## src/rtl/ahb_pkg.sv

```systemverilog
// Shared AHB-Lite encodings and the byte-lane enable helper used by the
// ahb_slave_mem decode logic.
package ahb_pkg;

    typedef enum logic [1:0] {
        HTRANS_IDLE   = 2'd0,
        HTRANS_BUSY   = 2'd1,
        HTRANS_NONSEQ = 2'd2,
        HTRANS_SEQ    = 2'd3
    } htrans_e;

    typedef enum logic [1:0] {
        HRESP_OKAY  = 2'd0,
        HRESP_ERROR = 2'd1
    } hresp_e;

    typedef enum logic [2:0] {
        HSIZE_BYTE = 3'd0,
        HSIZE_HALF = 3'd1,
        HSIZE_WORD = 3'd2
    } hsize_e;

    localparam logic [2:0] HBURST_SINGLE = 3'b000;

    // Little-endian lane mask for an access of the given size at addr[1:0].
    function automatic logic [3:0] byte_en(input logic [1:0] addr, input logic [2:0] size);
        case (size)
            HSIZE_BYTE: byte_en = 4'b0001 << addr;
            HSIZE_HALF: byte_en = addr[1] ? 4'b1100 : 4'b0011;
            default:    byte_en = 4'b1111;
        endcase
    endfunction

endpackage

```

## src/rtl/ahb_slave_mem_if.sv

```systemverilog
// AHB-Lite bus bundle between the master model and ahb_slave_mem.
interface ahb_slave_mem_if;
    logic        HSEL;
    logic [31:0] HADDR;
    logic [1:0]  HTRANS;
    logic        HWRITE;
    logic [2:0]  HSIZE;
    logic [2:0]  HBURST;
    logic [31:0] HWDATA;
    logic        HREADY;
    logic        HREADYOUT;
    logic [1:0]  HRESP;
    logic [31:0] HRDATA;

    modport master (
        output HSEL, HADDR, HTRANS, HWRITE, HSIZE, HBURST, HWDATA, HREADY,
        input  HREADYOUT, HRESP, HRDATA
    );

    modport slave (
        input  HSEL, HADDR, HTRANS, HWRITE, HSIZE, HBURST, HWDATA, HREADY,
        output HREADYOUT, HRESP, HRDATA
    );
endinterface

```

## src/rtl/ahb_mem_array.sv

```systemverilog
// Word-organised storage with per-byte write enables and one registered
// read port. Contents are not reset; only the read register is.
module ahb_mem_array #(
    parameter int unsigned DEPTH_WORDS = 64,
    parameter int unsigned AW          = 6
) (
    input  logic          clk_i,
    input  logic          rst_i,
    input  logic          we_i,
    input  logic [3:0]    wbe_i,
    input  logic [AW-1:0] waddr_i,
    input  logic [31:0]   wdata_i,
    input  logic          re_i,
    input  logic [AW-1:0] raddr_i,
    output logic [31:0]   rdata_o
);

    logic [31:0] mem_q [DEPTH_WORDS];
    logic [31:0] rdata_q;

    // Byte-lane write of the enabled lanes.
    always_ff @(posedge clk_i) begin
        if (we_i) begin
            for (int b = 0; b < 4; b++) begin
                if (wbe_i[b]) begin
                    mem_q[waddr_i][8*b +: 8] <= wdata_i[8*b +: 8];
                end
            end
        end
    end

    // Synchronous read; holds the last word read until the next read.
    always_ff @(posedge clk_i) begin
        if (rst_i) begin
            rdata_q <= 32'h0;
        end else if (re_i) begin
            rdata_q <= mem_q[raddr_i];
        end
    end

    assign rdata_o = rdata_q;

endmodule

```

## src/rtl/ahb_slave_mem.sv

```systemverilog
// AHB-Lite slave memory: address decode, response FSM, write-to-read
// forwarding. Optional build macro WAIT_STATE_EN inserts WAIT_CYCLES wait
// states ahead of every NONSEQ beat; without it all legal beats are zero-wait.
module ahb_slave_mem
    import ahb_pkg::*;
#(
    parameter logic [31:0] START_ADDR     = 32'h0,
    parameter int unsigned DEPTH_IN_BYTES = 32'h100,
    parameter int unsigned WAIT_CYCLES    = 1
) (
    input  logic            HCLK,
    input  logic            HRESET,
    ahb_slave_mem_if.slave  bus
);

    localparam int unsigned DEPTH_WORDS = DEPTH_IN_BYTES / 4;
    localparam int unsigned AW          = $clog2(DEPTH_WORDS);
`ifdef WAIT_STATE_EN
    localparam logic [2:0]  NS_WAITS    = 3'(WAIT_CYCLES);
`else
    localparam logic [2:0]  NS_WAITS    = 3'd0;
`endif

    typedef enum logic [2:0] {S_IDLE, S_DATA, S_WAIT, S_ERR1, S_ERR2} state_e;

    state_e          state_q;
    logic            hreadyout_q;
    logic            hresp_q;
    logic            wr_q;
    logic [2:0]      cnt_q;
    logic [AW-1:0]   idx_q;
    logic [3:0]      be_q;
    logic            fwd_q;
    logic [3:0]      fwd_be_q;
    logic [31:0]     fwd_data_q;

    logic [32:0]     off;
    logic            in_range;
    logic            aligned;
    logic            legal;
    logic            accept;
    logic            av;
    logic            need_wait;
    logic [AW-1:0]   idx_d;
    logic [3:0]      be_d;
    logic            mem_we;
    logic            mem_re;
    logic [31:0]     arr_rdata;
    logic [31:0]     rdata_mrg;

    // 33-bit offset so the borrow flags addresses below START_ADDR.
    assign off       = {1'b0, bus.HADDR} - {1'b0, START_ADDR};
    assign in_range  = !off[32] && (off[31:0] < DEPTH_IN_BYTES);
    assign legal     = (bus.HSIZE <= HSIZE_WORD) && aligned && in_range;
    assign accept    = (state_q == S_IDLE) || (state_q == S_DATA) || (state_q == S_ERR2);
    assign av        = accept && bus.HSEL && bus.HREADY && bus.HTRANS[1];
    assign need_wait = (bus.HTRANS == HTRANS_NONSEQ) && (NS_WAITS != 3'd0);
    assign idx_d     = off[AW+1:2];
    assign be_d      = byte_en(bus.HADDR[1:0], bus.HSIZE);
    // A write whose data phase is cut by reset never reaches the array.
    assign mem_we    = (state_q == S_DATA) && wr_q && !HRESET;
    assign mem_re    = av && legal && !bus.HWRITE;

    // Address alignment against the requested transfer size.
    always_comb begin
        aligned = 1'b1;
        case (bus.HSIZE)
            HSIZE_HALF: aligned = ~bus.HADDR[0];
            HSIZE_WORD: aligned = (bus.HADDR[1:0] == 2'b00);
            default:    aligned = 1'b1;
        endcase
    end

    // Response FSM with registered HREADYOUT/HRESP.
    always_ff @(posedge HCLK) begin
        if (HRESET) begin
            state_q     <= S_IDLE;
            hreadyout_q <= 1'b1;
            hresp_q     <= 1'b0;
            wr_q        <= 1'b0;
            cnt_q       <= 3'd0;
        end else begin
            case (state_q)
                S_IDLE, S_DATA, S_ERR2: begin
                    state_q     <= S_IDLE;
                    hreadyout_q <= 1'b1;
                    hresp_q     <= 1'b0;
                    wr_q        <= 1'b0;
                    if (av) begin
                        if (legal) begin
                            wr_q <= bus.HWRITE;
                            if (need_wait) begin
                                state_q     <= S_WAIT;
                                hreadyout_q <= 1'b0;
                                cnt_q       <= NS_WAITS;
                            end else begin
                                state_q <= S_DATA;
                            end
                        end else begin
                            state_q     <= S_ERR1;
                            hreadyout_q <= 1'b0;
                            hresp_q     <= 1'b1;
                        end
                    end
                end
                S_WAIT: begin
                    if (cnt_q <= 3'd1) begin
                        state_q     <= S_DATA;
                        hreadyout_q <= 1'b1;
                    end else begin
                        cnt_q <= cnt_q - 3'd1;
                    end
                end
                S_ERR1: begin
                    state_q     <= S_ERR2;
                    hreadyout_q <= 1'b1;
                    hresp_q     <= 1'b1;
                end
                default: begin
                    state_q     <= S_IDLE;
                    hreadyout_q <= 1'b1;
                    hresp_q     <= 1'b0;
                    wr_q        <= 1'b0;
                end
            endcase
        end
    end

    // Latch word index and lane mask of each accepted legal beat.
    always_ff @(posedge HCLK) begin
        if (av && legal) begin
            idx_q <= idx_d;
            be_q  <= be_d;
        end
    end

    // Note when a read hits the word being written in the same edge.
    always_ff @(posedge HCLK) begin
        if (HRESET) begin
            fwd_q <= 1'b0;
        end else if (mem_re) begin
            fwd_q <= mem_we && (idx_q == idx_d);
        end
    end

    // Capture the colliding write data and lanes for the merge.
    always_ff @(posedge HCLK) begin
        if (mem_re) begin
            fwd_data_q <= bus.HWDATA;
            fwd_be_q   <= be_q;
        end
    end

    // Written lanes come from the forwarded data, the rest from the array.
    always_comb begin
        rdata_mrg = arr_rdata;
        for (int b = 0; b < 4; b++) begin
            if (fwd_q && fwd_be_q[b]) begin
                rdata_mrg[8*b +: 8] = fwd_data_q[8*b +: 8];
            end
        end
    end

    ahb_mem_array #(
        .DEPTH_WORDS (DEPTH_WORDS),
        .AW          (AW)
    ) u_mem (
        .clk_i   (HCLK),
        .rst_i   (HRESET),
        .we_i    (mem_we),
        .wbe_i   (be_q),
        .waddr_i (idx_q),
        .wdata_i (bus.HWDATA),
        .re_i    (mem_re),
        .raddr_i (idx_d),
        .rdata_o (arr_rdata)
    );

    assign bus.HREADYOUT = hreadyout_q;
    assign bus.HRESP     = hresp_q ? HRESP_ERROR : HRESP_OKAY;
    assign bus.HRDATA    = rdata_mrg;

    a_seq_in_burst: assert property (@(posedge HCLK) disable iff (HRESET)
        (bus.HSEL && bus.HTRANS == HTRANS_SEQ) |-> (bus.HBURST != HBURST_SINGLE));

    a_params: assert property (@(posedge HCLK)
        (DEPTH_IN_BYTES % 4 == 0) && (DEPTH_IN_BYTES <= 4096) && (WAIT_CYCLES <= 7));

endmodule

```

## src/flat_wrapper.sv

```systemverilog
// flat-port wrapper written by rule: the top's interface ports become plain ports
module ahb_slave_mem_flat import ahb_pkg::*;
#(
    parameter logic [31:0] START_ADDR     = 32'h0,
    parameter int unsigned DEPTH_IN_BYTES = 32'h100,
    parameter int unsigned WAIT_CYCLES    = 1
)
  (HCLK, HRESET, bus_HSEL, bus_HADDR, bus_HTRANS, bus_HWRITE, bus_HSIZE, bus_HBURST, bus_HWDATA, bus_HREADY, bus_HREADYOUT, bus_HRESP, bus_HRDATA);
  ahb_slave_mem_if bus_i ();
  input  logic HCLK;
  input  logic HRESET;
  input wire logic [$bits(bus_i.HSEL)-1:0] bus_HSEL;
  input wire logic [$bits(bus_i.HADDR)-1:0] bus_HADDR;
  input wire logic [$bits(bus_i.HTRANS)-1:0] bus_HTRANS;
  input wire logic [$bits(bus_i.HWRITE)-1:0] bus_HWRITE;
  input wire logic [$bits(bus_i.HSIZE)-1:0] bus_HSIZE;
  input wire logic [$bits(bus_i.HBURST)-1:0] bus_HBURST;
  input wire logic [$bits(bus_i.HWDATA)-1:0] bus_HWDATA;
  input wire logic [$bits(bus_i.HREADY)-1:0] bus_HREADY;
  output wire logic [$bits(bus_i.HREADYOUT)-1:0] bus_HREADYOUT;
  output wire logic [$bits(bus_i.HRESP)-1:0] bus_HRESP;
  output wire logic [$bits(bus_i.HRDATA)-1:0] bus_HRDATA;
  assign bus_i.HSEL = bus_HSEL;
  assign bus_i.HADDR = bus_HADDR;
  assign bus_i.HTRANS = bus_HTRANS;
  assign bus_i.HWRITE = bus_HWRITE;
  assign bus_i.HSIZE = bus_HSIZE;
  assign bus_i.HBURST = bus_HBURST;
  assign bus_i.HWDATA = bus_HWDATA;
  assign bus_i.HREADY = bus_HREADY;
  assign bus_HREADYOUT = bus_i.HREADYOUT;
  assign bus_HRESP = bus_i.HRESP;
  assign bus_HRDATA = bus_i.HRDATA;
  ahb_slave_mem #(.START_ADDR(START_ADDR), .DEPTH_IN_BYTES(DEPTH_IN_BYTES), .WAIT_CYCLES(WAIT_CYCLES)) u_core (.HCLK(HCLK), .HRESET(HRESET), .bus(bus_i));
endmodule
```

## config.mk

```make
export PLATFORM = sky130hd
export DESIGN_NAME = ahb_slave_mem_flat
export DESIGN_NICKNAME = d
export VERILOG_FILES = /design/src/rtl/ahb_pkg.sv /design/src/rtl/ahb_slave_mem_if.sv /design/src/rtl/ahb_mem_array.sv /design/src/rtl/ahb_slave_mem.sv /design/src/flat_wrapper.sv
export SDC_FILE = /design/constraint.sdc
export NUM_CORES = 2
export LEC_CHECK = 0
export CORE_MARGIN = 2
export CORE_UTILIZATION = 25
export DETAILED_ROUTE_END_ITERATION = 7
export PLACE_DENSITY_LB_ADDON = 0.05
export SLEW_MARGIN = 20
export SYNTH_ARGS = -nofsm -noshare
export SYNTH_HDL_FRONTEND = slang
export SYNTH_SLANG_ARGS = --single-unit
```

## constraint.sdc

```tcl
create_clock -name HCLK -period 10.15 [get_ports HCLK]
set_input_delay 3.045 -clock HCLK [delete_from_list [all_inputs] [get_ports HCLK]]
set_output_delay 3.045 -clock HCLK [all_outputs]
set_load 0.02 [all_outputs]
```

-- After elaboration in Yosys (flattened, before gate mapping)
Memories as Yosys holds them, arrays and structs flattened. A register that Yosys moved wholly into a read port is not among the register bits.
Index checks and enable logic that the tools add are counted.
- bitwise operators: 2
- equality and inequality tests: 8
- shift operators: 1
- reductions and logical operators: 24
- order comparisons: 3
- add/subtract/negate cells: 1
- mux-type cells: 34
- multipliers: 0
- divide/modulo/power cells: 0
- operators with widths (kind ; count):
    32-bit by 9-bit less-than comparator with 1-bit output (second input constant) ; 1
    8-bit two-way mux ; 4
    1-bit two-way mux ; 20
    1-bit logical AND ; 14
    3-bit by 2-bit == test with 1-bit output (second input constant) ; 3
    3-bit one-hot mux with 3 select lines ; 1
    4-bit one-hot mux with 2 select lines ; 1
    3-bit by 1-bit == test with 1-bit output (second input constant) ; 2
    6-bit == test ; 1
    3-bit zero test ; 2
    3-bit two-way mux ; 2
    1-bit one-hot mux with 2 select lines ; 3
    4-bit two-way mux ; 1
    1-bit by 2-bit left shift with 4-bit output (first input constant) ; 1
    3-bit == test (second input constant) ; 1
    3-bit by 1-bit less-or-equal comparator with 1-bit output (second input constant) ; 1
    3-bit by 2-bit less-or-equal comparator with 1-bit output (second input constant) ; 1
    1-bit one-hot mux with 3 select lines ; 1
    3-bit OR reduction ; 1
    3-bit by 1-bit subtractor with 3-bit output (second input constant) ; 1
    1-bit zero test ; 2
    2-bit zero test ; 1
    1-bit logical OR ; 2
    2-bit two-way mux ; 1
    other kinds (4) ; 5
- memories: 1
- memory bits (read-only): 0
- output and inout port bits: 35
- RAM bits: 2048
- bits in latches: 0
- word-level logic and storage cells: 84
- register bits after elaboration: 56
- bits of input ports: 77
- memory list (memory ; depth ; width ; read ports ; clocked after Yosys merged registers in ; wr ports ; RTL line ; source):
    u_core.u_mem.mem_q ; 64 ; 32 ; 1 ; 1 ; 1 ; ahb_mem_array.sv:18 ; logic [31:0] mem_q [DEPTH_WORDS];

-- Depth between registers and ports, before layout
- word-level depth: 8
- depth in mapped cells: 12
- depth with buffers taken out: 8

-- Modules after synthesis
From an unflattened synthesis, not the netlist that was laid out.
- cells, all modules: 4091
- area total of the unflattened synthesis: 83608.9 um2
- by module, submodules not included (module ; times used ; cells each ; area each (um2) ; seq. area each (um2)):
    ahb_mem_array ; 1 ; 3924 ; 81111.5 ; 62139.6
    ahb_slave_mem ; 1 ; 167 ; 2497.4 ; 1581.5

-- Least setup slack after synthesis
OpenSTA, ideal clock, no wires.
- kind: input port to flip-flop
- from: input port bus_HADDR[30]
- to: register u_core.fwd_be_q[0], enable pin
- path slack: 3.391 ns
- stages on the path: 4
- data arrival time: 6.277 ns
- required time: 9.668 ns
- library setup time: 0.482 ns
- path buffers: 0
- cells stage by stage: nor4_1 > and4_1 > nand3_1 > nor3b_1
- cells in the longest elaborated chain, start to end: 4
- RTL lines (item ; RTL line ; source):
    start, declared ; flat_wrapper.sv:13 ; input wire logic [$bits(bus_i.HADDR)-1:0] bus_HADDR;
    32-bit by 9-bit less-than comparator with 1-bit output ; ahb_slave_mem.sv:53 ; assign in_range = !off[32] && (off[31:0] < DEPTH_IN_BYTES);
    1-bit logical AND ; ahb_slave_mem.sv:54 ; assign legal = (bus.HSIZE <= HSIZE_WORD) && aligned && in_range;
    1-bit logical AND (2 in series) ; ahb_slave_mem.sv:62 ; assign mem_re = av && legal && !bus.HWRITE;
    via u_core.mem_re ; ahb_slave_mem.sv:47 ; logic mem_re;
    end signal, assigned ; ahb_slave_mem.sv:150 ; fwd_be_q <= be_q;
    end, declared ; ahb_slave_mem.sv:34 ; logic [3:0] fwd_be_q;
The timed path passes the listed nets, and every way through them passes these cells.
A chain may end at the register's enable or synchronous reset.

-- Worst setup path in the final report
- from: register u_core.fwd_be_q[1]
- to: output port bus_HRDATA[14]
- cells in the longest elaborated chain, start to end: 2
- RTL lines (item ; RTL line ; source):
    1-bit logical AND ; ahb_slave_mem.sv:158 ; if (fwd_q && fwd_be_q[b]) begin
    8-bit two-way mux ; ahb_slave_mem.sv:158 ;
    end, declared ; flat_wrapper.sv:22 ; output wire logic [$bits(bus_i.HRDATA)-1:0] bus_HRDATA;
Every way passes these cells.

==> results.tsv <==
metric	value	unit
avgSynthCellArea	20.90	um^2
end_kind	output pin	
vdd.ir_drop.worst	0.0001339	V
required	7.11	ns
die_h	578.6	um
period_share	60.43	%
r2r-start	u_core.idx_q[2]	
place_area	88950	um^2
synth_cell_type_count	50	
path_buf_inv	1	
final_core_util	29.48	%
cts_tree	done	
gr-usage-met3	2.445	%
hold_violations	0	
layout-drive-gt1-share	23.86	%
fp.dieW	578.6	um
antenna_found_initial	31	
io_pins	112	
cellPowerDensity	198.0	nW/um^2
final_cell_mix	2094 x edfxtp_1, 475 x mux4_2, 266 x nor2_1	
r2r-end	u_core.u_mem.mem_q[17][11]	
synth_area	82540	um^2
rows	210	
crit_family	simple AND/OR/NAND/NOR gates	
slowest_stage	nand2_1	
synth_seq_cells	2136	
final_max_slew_viol_count	0	
cts_resized	0	
htreeDepth	4	
synth_edf_count	2094	
gp_congestion	0.7682	
ys_async_sr_fraction	0	%
worst-setup-path-type	register to output pin	
root_buffer	clkbuf_16	
cts_buffers	243	
grt_max_degree	95	
die_area	334800	um^2
timing.fmax	163.0	MHz
period_minus_slack	6.134	ns
yosysWarningCount	0	
drc	0	
design_area	96680	um^2
grt_use_total	16.74	%
cp_data_arrival_time	3.09	ns
insertion_delay	0.90	ns
cts_max_path_buffers	4	
grt_overflow_total	0	
status	finished clean	
syn-num-nets	4028	
use_met1	24.05	%
start_util	25.17	%
startpoint_type	register	
p_leak	29.42	nW
layout.nets	4276	
viasPerCell	4.582	
dp_hpwl	179.9	mm
tightest_slew	1.225	ns
drtIter0Drc	3604	
slowest_delay	0.62	ns
holdPathStages	0	
postCtsSetupBuffers	0	
crit_fanout	8	
grt_pass1_vias	41660	
syn_inst	3949	
busiest_layer	met2	
min_from	u_core.be_q[1]	
io_buffer_count	106	
ys.flop_type	edfxtp_1	
core_area	327900	um^2
grt_use_met2	26.45	%
ant_nets	0	
routed_wl	282.7	mm
min_to	u_core.fwd_be_q[1]	
dpl.cell_count	8298	
rsz0062_at_grt	no	
hold_buffers	0	
tns	0	ns
clock_sinks	2136	
r2r_cells	3	
setup_viol_count_final	0	
relSlewSlack	18.13	%
routedWlPerCell	32.27	um
cp_cell_sequence	nand2_1 > mux2_2 > clkdlybuf4s50_1	
final_cells	8763	
cap_violations	0	
path_clk_slew	0.06	ns
nFillCells	32150	
area_delta_synth_final	17.13	%
rrSetupSlack	6.27	ns
firstDrtPassIters	7	
yosysSeqAreaShare	77.20	%
worst_hold_slack	0.4814	ns
final_common_cell	edfxtp_1	
grt_first_pass_wirelength	381.4	mm
hp-class	register to register	
vias	40150	
finClkSkew	0.04791	ns
## stage by stage
| stage | worst slack, ns | total power [W] |
|---|---|---|
| 2_1_floorplan | 3.391 | 0.01027 |
| 3_3_place_gp | 2.769 | 0.01072 |
| 3_5_place_dp | 3.474 | 0.01072 |
| 4_1_cts | 3.880 | 0.01946 |
| 5_1_grt | 3.915 | 0.01977 |
| 6_report | 4.016 | 0.01914 |
## worst max path at each step
stage                             from                       end  slack, ns  cells past startpoint
floorplan                bus_HADDR[30]        u_core.fwd_be_q[0]       3.39                      4
global placement          bus_HSIZE[2]  u_core.u_mem.rdata_o[31]       2.77                     10
detailed placement        bus_HADDR[3]  u_core.u_mem.rdata_o[27]       3.47                     10
CTS                       u_core.fwd_q             bus_HRDATA[4]       3.88                      3
global route              u_core.fwd_q             bus_HRDATA[4]       3.92                      3
finish              u_core.fwd_be_q[1]            bus_HRDATA[14]       4.02                      3
## cells in the mapped netlist, drive strengths merged, types with 6 or more instances
master | number | share of area [%]
a211oi | 15 | 0.14
a21oi | 13 | 0.079
a22o | 6 | 0.064
a22oi | 167 | 1.5
a31oi | 7 | 0.053
buf | 113 | 0.86
clkbuf | 114 | 0.52
dfxtp | 42 | 1.0
edfxtp | 2094 | 76
inv | 7 | 0.032
mux2 | 32 | 0.44
mux2i | 178 | 2.2
mux4 | 475 | 13
nand2 | 121 | 0.55
nand2b | 57 | 0.43
nand3 | 74 | 0.45
nand4 | 27 | 0.20
nor2 | 287 | 1.3
nor2b | 9 | 0.068
nor3b | 7 | 0.064
nor4 | 7 | 0.061
o211ai | 25 | 0.23
o21ai | 11 | 0.067
o22ai | 14 | 0.11
o31ai | 7 | 0.064
xnor2 | 7 | 0.074
## flip-flops by register name (all words and copies together) (netlist names)
signal and count:
u_core.fwd_data_q 32, u_core.wr_q 1, u_core.fwd_be_q 4, u_core.fwd_q 1, u_core.u_mem.rdata_o 32, u_core.cnt_q 3, u_core.state_q 3, u_core.hresp_q 1
u_core.idx_q 6, u_core.be_q 4, u_core.u_mem.mem_q 2048, u_core.bus.HREADYOUT 1
## power by group
group          switching (W)  internal, W
clock network        0.00367      0.00497
logic               0.000541     0.000276
registers        0.000000473      0.00968
## kinds of logic after synthesis
logic type                 share of synthesized area [%]
AOI/OAI and AO/OA                                  2.377
xor gates and xnor gates                         0.08490
adders and majority gates                        0.03031
buffers and inverters                              1.411
DFF                                                77.20
muxes                                              15.56
other                                           0.004544
and+or+nand+nor                                    3.331
## routing by layer
metal	wire [um]	share of wire [%]	vias up
li1	-	-	16910
met1	132600	47	21980
met2	131100	46	955
met3	12190	4.3	311
met4	6891	2.4	0
met5	0	0	-
## final cells by class
type | instances | area [um^2] | share of cell area, %
Sequential cell | 2136 | 63720 | 65.91
Multi-Input combinational cell | 1579 | 17810 | 18.42
Clock buffer | 309 | 6410 | 6.630
Tap cell | 4346 | 5438 | 5.625
Timing Repair Buffer | 230 | 1976 | 2.044
Clock inverter | 140 | 1254 | 1.297
Antenna cell | 16 | 40.04 | 0.04142
Inverter | 7 | 26.28 | 0.02718
(Power assumes the default switching activity.)
